`config.mk`:
```
export PLATFORM = sky130hd
export DESIGN_NAME = wb_port_arbiter
export DESIGN_NICKNAME = d
export VERILOG_FILES = /design/src/rtl/wb_port_arbiter.sv
export SDC_FILE = /design/constraint.sdc
export NUM_CORES = 1
export LEC_CHECK = 0
export BUFFER_PORTS_ARGS = -buffer_cell sky130_fd_sc_hd__buf_2
export CAP_MARGIN = 10
export CORE_MARGIN = 10
export CORE_UTILIZATION = 32
export CTS_CLUSTER_SIZE = 30
export DETAILED_ROUTE_END_ITERATION = 7
export SLEW_MARGIN = 20
export SYNTH_ARGS = -nofsm -noshare
export SYNTH_HDL_FRONTEND = slang
export SYNTH_SLANG_ARGS = --single-unit
```
`constraint.sdc`:
```
create_clock -name clk -period 4.3 [get_ports clk]
set_input_delay 0.215 -clock clk [delete_from_list [all_inputs] [get_ports clk]]
set_output_delay 0.215 -clock clk [all_outputs]
set_load 0.005 [all_outputs]
```
`src/rtl/wb_port_arbiter.sv`:
```
// wb_port_arbiter
// Shares the register-file write port between the in-order write-back stage
// and a long-latency result source. Long-latency results wait in a small FIFO
// until a cycle with no active pipeline write. Younger pipeline writes kill
// buffered entries with the same destination (WAW), and busy flags let decode
// see RAW hazards on buffered results.
// Optional feature macro: WBARB_STARVE_GUARD_EN enables the starvation counter
// and stall_req. When it is undefined, stall_req is tied low.
module wb_port_arbiter #(
  parameter int DEPTH        = 2,
  parameter int STARVE_LIMIT = 8
) (
  input  logic                       clk,
  input  logic                       rst,
  input  logic                       wb_we,
  input  logic [4:0]                 wb_rd,
  input  logic [31:0]                wb_wdata,
  input  logic                       ll_valid,
  output logic                       ll_ready,
  input  logic [4:0]                 ll_rd,
  input  logic [31:0]                ll_wdata,
  input  logic [4:0]                 q_rs1,
  input  logic [4:0]                 q_rs2,
  output logic                       q_rs1_busy,
  output logic                       q_rs2_busy,
  output logic                       rf_we,
  output logic [4:0]                 rf_waddr,
  output logic [31:0]                rf_wdata,
  output logic                       stall_req,
  output logic [$clog2(DEPTH):0]     pend_cnt
);

  localparam int PW = $clog2(DEPTH);
  localparam int CW = PW + 1;
  localparam logic [CW-1:0] FULL_CNT = CW'(DEPTH);

  // FIFO storage: one live bit, destination and data per slot
  logic          live_r [DEPTH];
  logic [4:0]    rd_r   [DEPTH];
  logic [31:0]   data_r [DEPTH];
  logic [PW-1:0] wr_ptr_r;
  logic [PW-1:0] rd_ptr_r;
  logic [CW-1:0] cnt_r;

  logic wb_active_s;
  logic full_s;
  logic empty_s;
  logic push_s;
  logic pop_s;
  logic head_live_s;
  logic push_live_s;

  // An x0 destination never counts as a write; the pipeline always has priority
  assign wb_active_s = wb_we && (wb_rd != 5'd0);
  assign full_s      = (cnt_r == FULL_CNT);
  assign empty_s     = (cnt_r == {CW{1'b0}});
  // Readiness looks only at stored occupancy, never at a same-cycle pop
  assign push_s      = ll_valid && !full_s;
  assign pop_s       = !wb_active_s && !empty_s;
  assign head_live_s = live_r[rd_ptr_r];
  // A push to x0, or to the register the pipeline writes this cycle, is stored dead
  assign push_live_s = (ll_rd != 5'd0) && !(wb_active_s && (ll_rd == wb_rd));

  assign ll_ready = !full_s;
  assign pend_cnt = cnt_r;

  // RAW query: a live stored entry targeting a nonzero source register
  always_comb begin
    q_rs1_busy = 1'b0;
    q_rs2_busy = 1'b0;
    for (int i = 0; i < DEPTH; i++) begin
      if (live_r[i] && (rd_r[i] == q_rs1) && (q_rs1 != 5'd0)) begin
        q_rs1_busy = 1'b1;
      end else begin
        q_rs1_busy = q_rs1_busy;
      end
      if (live_r[i] && (rd_r[i] == q_rs2) && (q_rs2 != 5'd0)) begin
        q_rs2_busy = 1'b1;
      end else begin
        q_rs2_busy = q_rs2_busy;
      end
    end
  end

  // FIFO state: WAW kill, pop of the head, push at the tail, occupancy
  always_ff @(posedge clk or posedge rst) begin
    if (rst) begin
      for (int i = 0; i < DEPTH; i++) begin
        live_r[i] <= 1'b0;
        rd_r[i]   <= 5'd0;
        data_r[i] <= 32'd0;
      end
      wr_ptr_r <= {PW{1'b0}};
      rd_ptr_r <= {PW{1'b0}};
      cnt_r    <= {CW{1'b0}};
    end else begin
      for (int i = 0; i < DEPTH; i++) begin
        if (wb_active_s && (rd_r[i] == wb_rd)) begin
          live_r[i] <= 1'b0;
        end
      end
      // Popped slots are cleared so stale entries never report busy
      if (pop_s) begin
        live_r[rd_ptr_r] <= 1'b0;
        rd_ptr_r         <= rd_ptr_r + PW'(1);
      end
      // Push last so the tail slot ignores any kill aimed at its stale content
      if (push_s) begin
        live_r[wr_ptr_r] <= push_live_s;
        rd_r[wr_ptr_r]   <= ll_rd;
        data_r[wr_ptr_r] <= ll_wdata;
        wr_ptr_r         <= wr_ptr_r + PW'(1);
      end
      case ({push_s, pop_s})
        2'b10:   cnt_r <= cnt_r + CW'(1);
        2'b01:   cnt_r <= cnt_r - CW'(1);
        default: cnt_r <= cnt_r;
      endcase
    end
  end

  // Registered write port: pipeline first, then a live FIFO head
  always_ff @(posedge clk or posedge rst) begin
    if (rst) begin
      rf_we    <= 1'b0;
      rf_waddr <= 5'd0;
      rf_wdata <= 32'd0;
    end else if (wb_active_s) begin
      rf_we    <= 1'b1;
      rf_waddr <= wb_rd;
      rf_wdata <= wb_wdata;
    end else if (pop_s && head_live_s) begin
      rf_we    <= 1'b1;
      rf_waddr <= rd_r[rd_ptr_r];
      rf_wdata <= data_r[rd_ptr_r];
    end else begin
      rf_we    <= 1'b0;
      rf_waddr <= rf_waddr;
      rf_wdata <= rf_wdata;
    end
  end

`ifdef WBARB_STARVE_GUARD_EN
  logic [7:0] starve_r;
  logic       stall_req_r;
  logic       blocked_s;
  logic       head_kill_s;

  assign blocked_s   = wb_active_s && !empty_s && head_live_s;
  assign head_kill_s = blocked_s && (rd_r[rd_ptr_r] == wb_rd);

  // Count cycles a live head loses the port; any pop or head kill restarts it
  always_ff @(posedge clk or posedge rst) begin
    if (rst) begin
      starve_r <= 8'd0;
    end else if (head_kill_s || pop_s) begin
      starve_r <= 8'd0;
    end else if (blocked_s && (starve_r != 8'hFF)) begin
      starve_r <= starve_r + 8'd1;
    end else begin
      starve_r <= starve_r;
    end
  end

  // Stall request reflects the counter as it stood before this edge
  always_ff @(posedge clk or posedge rst) begin
    if (rst) begin
      stall_req_r <= 1'b0;
    end else begin
      stall_req_r <= (starve_r >= 8'(STARVE_LIMIT));
    end
  end

  assign stall_req = stall_req_r;
`else
  assign stall_req = 1'b0;
`endif

endmodule

```
==> results of run 1 <==
-- state kept, by name, indices dropped and copies added (netlist names) --
name	count
wr_ptr_r	1
rd_ptr_r	1
rf_wdata	32
rf_we	1
pend_cnt	2
data_r	64
rf_waddr	5
live_r	2
rd_r	10
-- routing by layer --
metal  global-route usage (%)  up-vias  wire, microns
met5                        0        -              0
met4                     4.63        0            234
met3                     4.41       17            801
met2                     20.6      124           7000
met1                     15.4     2033           6510
li1                         -     1898              -
-- how the worst max path moves through the flow --
stage	from	endpoint	slack (ns)
CTS	pend_cnt[0]	rf_wdata[25]	2.07
floorplan	rst	data_r[0]	0.96
detailed placement	pend_cnt[0]	rf_wdata[25]	2.08
global placement	pend_cnt[0]	rf_wdata[15]	2.17
global route	pend_cnt[0]	rf_wdata[18]	1.92
finish	pend_cnt[0]	rf_wdata[22]	2.12
-- synth_stat cells --
cell      instances  share of area (%)
xnor2_1          18                2.8
a21oi_1           2               0.18
o31a_1            1               0.15
mux2i_1          38                6.7
or3_1             1               0.11
buf_2            15                1.3
o21ai_0          33                2.9
o22ai_1           2               0.22
nor2_8            1               0.35
buf_6             2               0.40
nand2b_1          1               0.11
nand2_1          42                2.8
nor4_1            6               0.66
nand3_1           8               0.71
dfrtp_1         118                 52
nor3_1            1              0.088
o311ai_1          2               0.31
nor2_1            4               0.26
nor2_4            1               0.20
o21ai_1           5               0.44
xor2_1           21                3.2
nand3b_1          1               0.13
or4_1             2               0.26
mux2_2          111                 22
nor2_2            1               0.11
ha_1              1               0.22
buf_4             2               0.26
inv_1             2               0.13
clkbuf_1          7               0.46
conb_1            1              0.066
o31ai_1           2               0.26
-- logic make-up (layout without fill, tap and decap cells) --
group | Yosys count | after routing | share of synthesized area [%]
AO/OA/AOI/OAI | 47 | 47 | 4.48
multiplexers | 149 | 149 | 28.8
other | 1 | 2 | 0.0661
XOR/XNOR | 39 | 39 | 6.03
adder cells (fa/ha/maj) | 1 | 1 | 0.221
flip-flops | 118 | 118 | 52.1
buffers and inverters | 28 | 195 | 2.58
AND/OR/NAND/NOR | 69 | 69 | 5.78
-- power by group through the flow --
stage,registers (mW),logic [mW],clock network (mW)
floorplan,1.92,1.53,0
global placement,1.96,2.01,0
detailed placement,2.00,2.07,0
CTS,1.99,2.09,1.36
global route,2.06,2.26,1.41
finish,1.99,2.05,1.32
-- worst register-to-register path, stage by stage, from the launching register on --
cell and delay [ns]:
dfrtp_1 0.45, nor2_2 0.14, nor2_4 0.65, buf_4 0.48
mux2i_1 0.24, o21ai_0 0.09
-- layout make-up --
class                      instances  area, sq um
multi-input combinational        306         2580
antenna                            1         2.50
clock inverter                     9         76.3
sequential                       118         2950
inverter                           2         10.0
clock buffer                      22          484
tap                              225          282
fill                            1619        10000
timing repair buffer             162          951
-- repair_timing --
item,in CTS,in global routing
hold buffers,24,0
gates resized for setup,0,0
endpoints found under the hold margin,82,0
==> results.md, run 1 <==
* Final period util at 50.8%
* Clock transition at path regs at 0.05 ns
* Largest net degree at the start of global routing at 69
* Critical path depth in cells at 5
* Final Cell Area at 7340 sq um
* Power Total at 5.35 mW
* RR Startpoint: pend_cnt[0]
* Data required time of the critical path at 4.56 ns
* Via count at 4,072
* Sequential-to-total area share from yosys stat at 52.1%
* Vias in the first global route at 4,649
* Most frequent cells in the layout: buf_2 (130), dfrtp_1 (117), mux2_2 (111)
* Sw frac at 32.1%
* Num rows at 48
* Utilization after layout at 42.3%
* Wire per inst at 17.2 microns
* Area added between synthesis and finish at 29.4%
* Layout cell share with drive strength beyond 1 at 46.2%
* Synthesized Nets at 541
* Leakage at 3.31 nW
* Final Setup Violations at 0
* Synthesized instance count at 452
* Worst path cell trace: nor2_2 > nor2_4 > buf_4 > mux2i_1 > o21ai_0
* Placed cells at 789
* H-tree depth reported by CTS at 4
* Post-Route Setup TNS at 0 ns
* Die footprint at 23,400 sq um
* Number of buffer cells added on primary ports at 130
* Maximum VDD drop at 384 uV
* WS Path Type: reg -> reg
* Final min period at 2.18 ns
* Total wire length at 14.5 mm
* TritonCTS clock tree: built
* Outcome: finished clean
* Worst Path Max Fanout at 20
* Final hold vios at 0
* Final nets at 696
* Max-cap violations at 0
* Hold_sp: wb_wdata[25]
* Setup bufs post-CTS at 0
* Max-slew headroom at 45.7%
* CP Capture Type: flop
* Reg2Reg Setup Slack at 2.12 ns
* Starting Density at 32.7%
* Final WS setup at 2.12 ns
* Mapped Area at 5670 sq um
* Sw power at 1.72 mW
* Delay-heaviest family, CP: simple AND/OR/NAND/NOR gates
* # DRC at 0
* Core area at 17,400 sq um
* Reg2reg path depth at 5
* DR pass1 iterations at 4
* CP max stage delay at 0.65 ns
* Iter 0 DRT Violations at 187
* Initial antenna violation count at 1
* Total GRT Usage at 12.8%
* Global-route wire length before repair at 24.3 mm
* Worst Clk Skew at 0.00727 ns
* Max Buffers Root-to-Sink at 2
* Hold Crit Class: in -> reg
* Total grt overflow at 0
* Max Fclk at 458 MHz
* Final non-filler cell total at 845
* Synth unique cells at 31
* Pwr dens at 730 nW/um^2
* Hold path cells at 3
* Slowest-stage cell, CP: nor2_4
* P_int at 3.64 mW
* I/O Pins at 132
* Root buffer cell: clkbuf_16
* CTS Buf Count at 17
* Worst Tran Pin Value at 0.814 ns
* Slew Limit Fails at 0
* Arrival @ worst endpoint at 2.45 ns
* Worst Hold Slack at 0.0145 ns
* CP startpoint kind: flop
* WHS Endpoint: rf_wdata[25]
* Die width at 153 microns
* RSZ-0062 raised after global routing: no
* Synth Area per Inst at 12.5 sq um
* Vias/cell at 4.82
* Reg2reg end: rf_wdata[22]
* Synthesis warning total at 0
* Reg power frac at 37.1%
* Sink Count at 118
* Final ANT Viol Nets at 0
* Most common cell after layout, fill and taps aside: buf_2
* Gpl congestion at 0.848
* DP Area at 6530 sq um
* Seq cells post-synth at 118
* Clk Latency, worst-skew pair at 0.41 ns
* Clock share of power at 24.7%
* Comb power frac at 38.2%
* Crit path buffers/inverters at 1
* DIE HEIGHT at 153 microns
* Place WS at 2.08 ns
* Post-DP HPWL at 10.2 mm
Note: power is estimated with default switching activity, not from simulation.
==> inputs of run 2 (changes only) <==
--- a/config.mk
+++ b/config.mk
@@ -5,6 +5,7 @@
 export SDC_FILE = /design/constraint.sdc
 export NUM_CORES = 1
 export LEC_CHECK = 0
+export ABC_AREA = 1
 export BUFFER_PORTS_ARGS = -buffer_cell sky130_fd_sc_hd__buf_2
 export CAP_MARGIN = 10
 export CORE_MARGIN = 10
==> constraint.sdc (replaced) <==
create_clock -name clk -period 1.75 [get_ports clk]
set_input_delay 0.0875 -clock clk [delete_from_list [all_inputs] [get_ports clk]]
set_output_delay 0.0875 -clock clk [all_outputs]
set_load 0.005 [all_outputs]
==> results.md, run 2 <==
* Outcome: finished clean
* Final nets at 1,036
* Layout cell share with drive strength beyond 1 at 20.0%
* Synthesis warning total at 0
* Sink Count at 118
* Final Setup Violations at 0
* Worst Path Max Fanout at 6
* Final hold vios at 0
* CP Capture Type: output port
* Max FFs per register at 64
* Post-synthesis compound-gate area fraction at 9.61%
* Worst Clk Skew at 0.00662 ns
* Die width at 155 microns
* # DRC at 0
* Xor/xnor share of the synthesized area at 1.94%
* DIE HEIGHT at 155 microns
* Num rows at 49
* Worst path cell trace: inv_1 > o22ai_1 > a21oi_1 > nand4_1 > nand2_1 > buf_2
* Predominant post-synthesis flop cell: dfrtp_1
* Clock transition at path regs at 0.05 ns
* Synthesized instance count at 753
* H-tree depth reported by CTS at 4
* Final WS setup at 0.143 ns
* RR Startpoint: pend_cnt[1]
* Delay-heaviest family, CP: flip-flops
* Final non-filler cell total at 1,189
* Seq cells post-synth at 118
* Wire per inst at 14.4 microns
* Post-DP HPWL at 11.6 mm
* Adder-cell area share of the yosys netlist at 0.214%
* Die footprint at 24,100 sq um
* DR pass1 iterations at 5
* Largest net degree at the start of global routing at 54
* Max Buffers Root-to-Sink at 2
* # diodes at 0
* Gpl congestion at 0.891
* Synth area leaders: dfrtp_1 (50%), nand2_1 (18%), nand3_1 (6.8%), o21ai_1 (5.2%), inv_1 (4.6%)
* Maximum VDD drop at 854 uV
* Pwr dens at 1620 nW/um^2
* Synth cell count leaders: nand2_1 (284), dfrtp_1 (118), nand3_1 (80)
* Place WS at 0.158 ns
* Arrival @ worst endpoint at 1.52 ns
* Slew Limit Fails at 0
* Leakage at 4.19 nW
* Count leader, synth: nand2_1
* WS Path Type: reg -> out
* I/O Pins at 132
* Most frequent cells in the layout: nand2_1 (283), buf_2 (130), dfrtp_1 (115)
* Worst Hold Slack at 0.0362 ns
* Global-route wire length before repair at 28.6 mm
* Crit path buffers/inverters at 2
* Area added between synthesis and finish at 36.7%
* Core area at 18,000 sq um
* Mux contribution to synthesized area at 0%
* Hold_sp: wb_rd[2]
* Iter 0 DRT Violations at 373
* Post-Route Setup TNS at 0 ns
* Slowest-stage cell, CP: dfrtp_1
* Initial antenna violation count at 0
* Synth unique cells at 27
* CP startpoint kind: flop
* Via count at 5,383
* Number of buffer cells added on primary ports at 130
* Top-area cell type share of the netlist area at 50.4%
* Total wire length at 17.2 mm
* Final period util at 91.8%
* Synth async-reset ratio at 100%
* Max-slew headroom at 63.4%
* Data required time of the critical path at 1.66 ns
* CTS Buf Count at 17
* Mapped Area at 5860 sq um
* Post-synth EDFFs at 0
* Total grt overflow at 0
* Max Fclk at 622 MHz
* Biggest area consumer among synthesized cells: dfrtp_1
* TritonCTS clock tree: built
* Final ANT Viol Nets at 0
* CP max stage delay at 0.45 ns
* Max-cap violations at 0
* Synthesized Nets at 842
* Setup crit start: rd_r[4]
* Starting Density at 32.6%
* RSZ-0062 raised after global routing: no
* Most common cell after layout, fill and taps aside: nand2_1
* Sequential-to-total area share from yosys stat at 50.4%
* Total GRT Usage at 14.6%
* Placed cells at 1,086
* Worst Tran Pin Value at 0.549 ns
* Vias in the first global route at 5,620
* Clk Latency, worst-skew pair at 0.42 ns
* Largest regs: data_r: 64 flops, rf_wdata: 32 flops, rd_r: 10 flops
* Main combinational cell family by area after synthesis: simple AND/OR/NAND/NOR gates
* Synth Area per Inst at 7.78 sq um
* Final min period at 1.61 ns
* Reg with most FFs: data_r
* Simple-gate portion of the synthesized area at 28.2%
* Vias/cell at 4.53
* Root buffer cell: clkbuf_16
* Hold Crit Class: in -> reg
## run 2: repair_timing
action                                 4_1_cts  5_1_grt
buffers inserted                             0        0
gates resized for setup                      0        3
hold buffers                                71        0
endpoints found under the hold margin      125        0
setup endpoints to repair                    0        1
## run 2: worst min-delay path: stages
cell     delay, ns
buf_2         0.15
nand2_1       0.09
nand3_1       0.07
## run 2: kinds of logic after synthesis
kind of cell             Yosys count
flip-flops                       118
AO/OA/AOI/OAI                    105
XOR/XNOR                          13
buffers and inverters            115
adder cells (fa/ha/maj)            1
AND/OR/NAND/NOR                  400
other                              1
## run 2: area by class of cell
type | instances | area [sq um]
Fill cell | 1828 | 9950
Sequential cell | 118 | 2960
Multi-Input combinational cell | 520 | 2340
Timing Repair Buffer | 214 | 1500
Clock buffer | 21 | 480
Inverter | 76 | 297
Tap cell | 229 | 287
Clock inverter | 11 | 148
## run 2: worst paths after layout
kind                                end  slack (ns)  depth (start not counted)
setup / recovery             q_rs2_busy        0.14                          6
hold / removal              rf_waddr[2]        0.04                          3
setup reg to reg            pend_cnt[1]        0.18                          8
hold reg to reg             rf_wdata[7]        0.47                          2
max in group asynchronous      rd_ptr_r        0.86                          4
min in group asynchronous  rf_wdata[31]        0.26                          3
## run 2: routing by layer
metal,track usage (%),routed length (microns)
met5,0,0
met4,4.23,171
met2,24.2,8480
met1,18.2,7610
met3,3.94,901
## run 2: where the power goes
| part | internal [mW] | leakage [nW] | switching [mW] |
|---|---|---|---|
| logic | 1.75 | 2.44 | 2.74 |
| clock network | 2.39 | 0.297 | 1.28 |
| registers | 3.96 | 1.46 | 0.831 |
## run 2: per-stage QoR
stage          area, sq um  total power, mW  utilization, %
2_1_floorplan         5860             7.89               -
3_3_place_gp          6670             9.16            37.1
3_5_place_dp          6670             9.25            37.1
4_1_cts               8000             13.1            44.6
5_1_grt               8010             14.1            44.6
6_report              8010             12.9            44.6
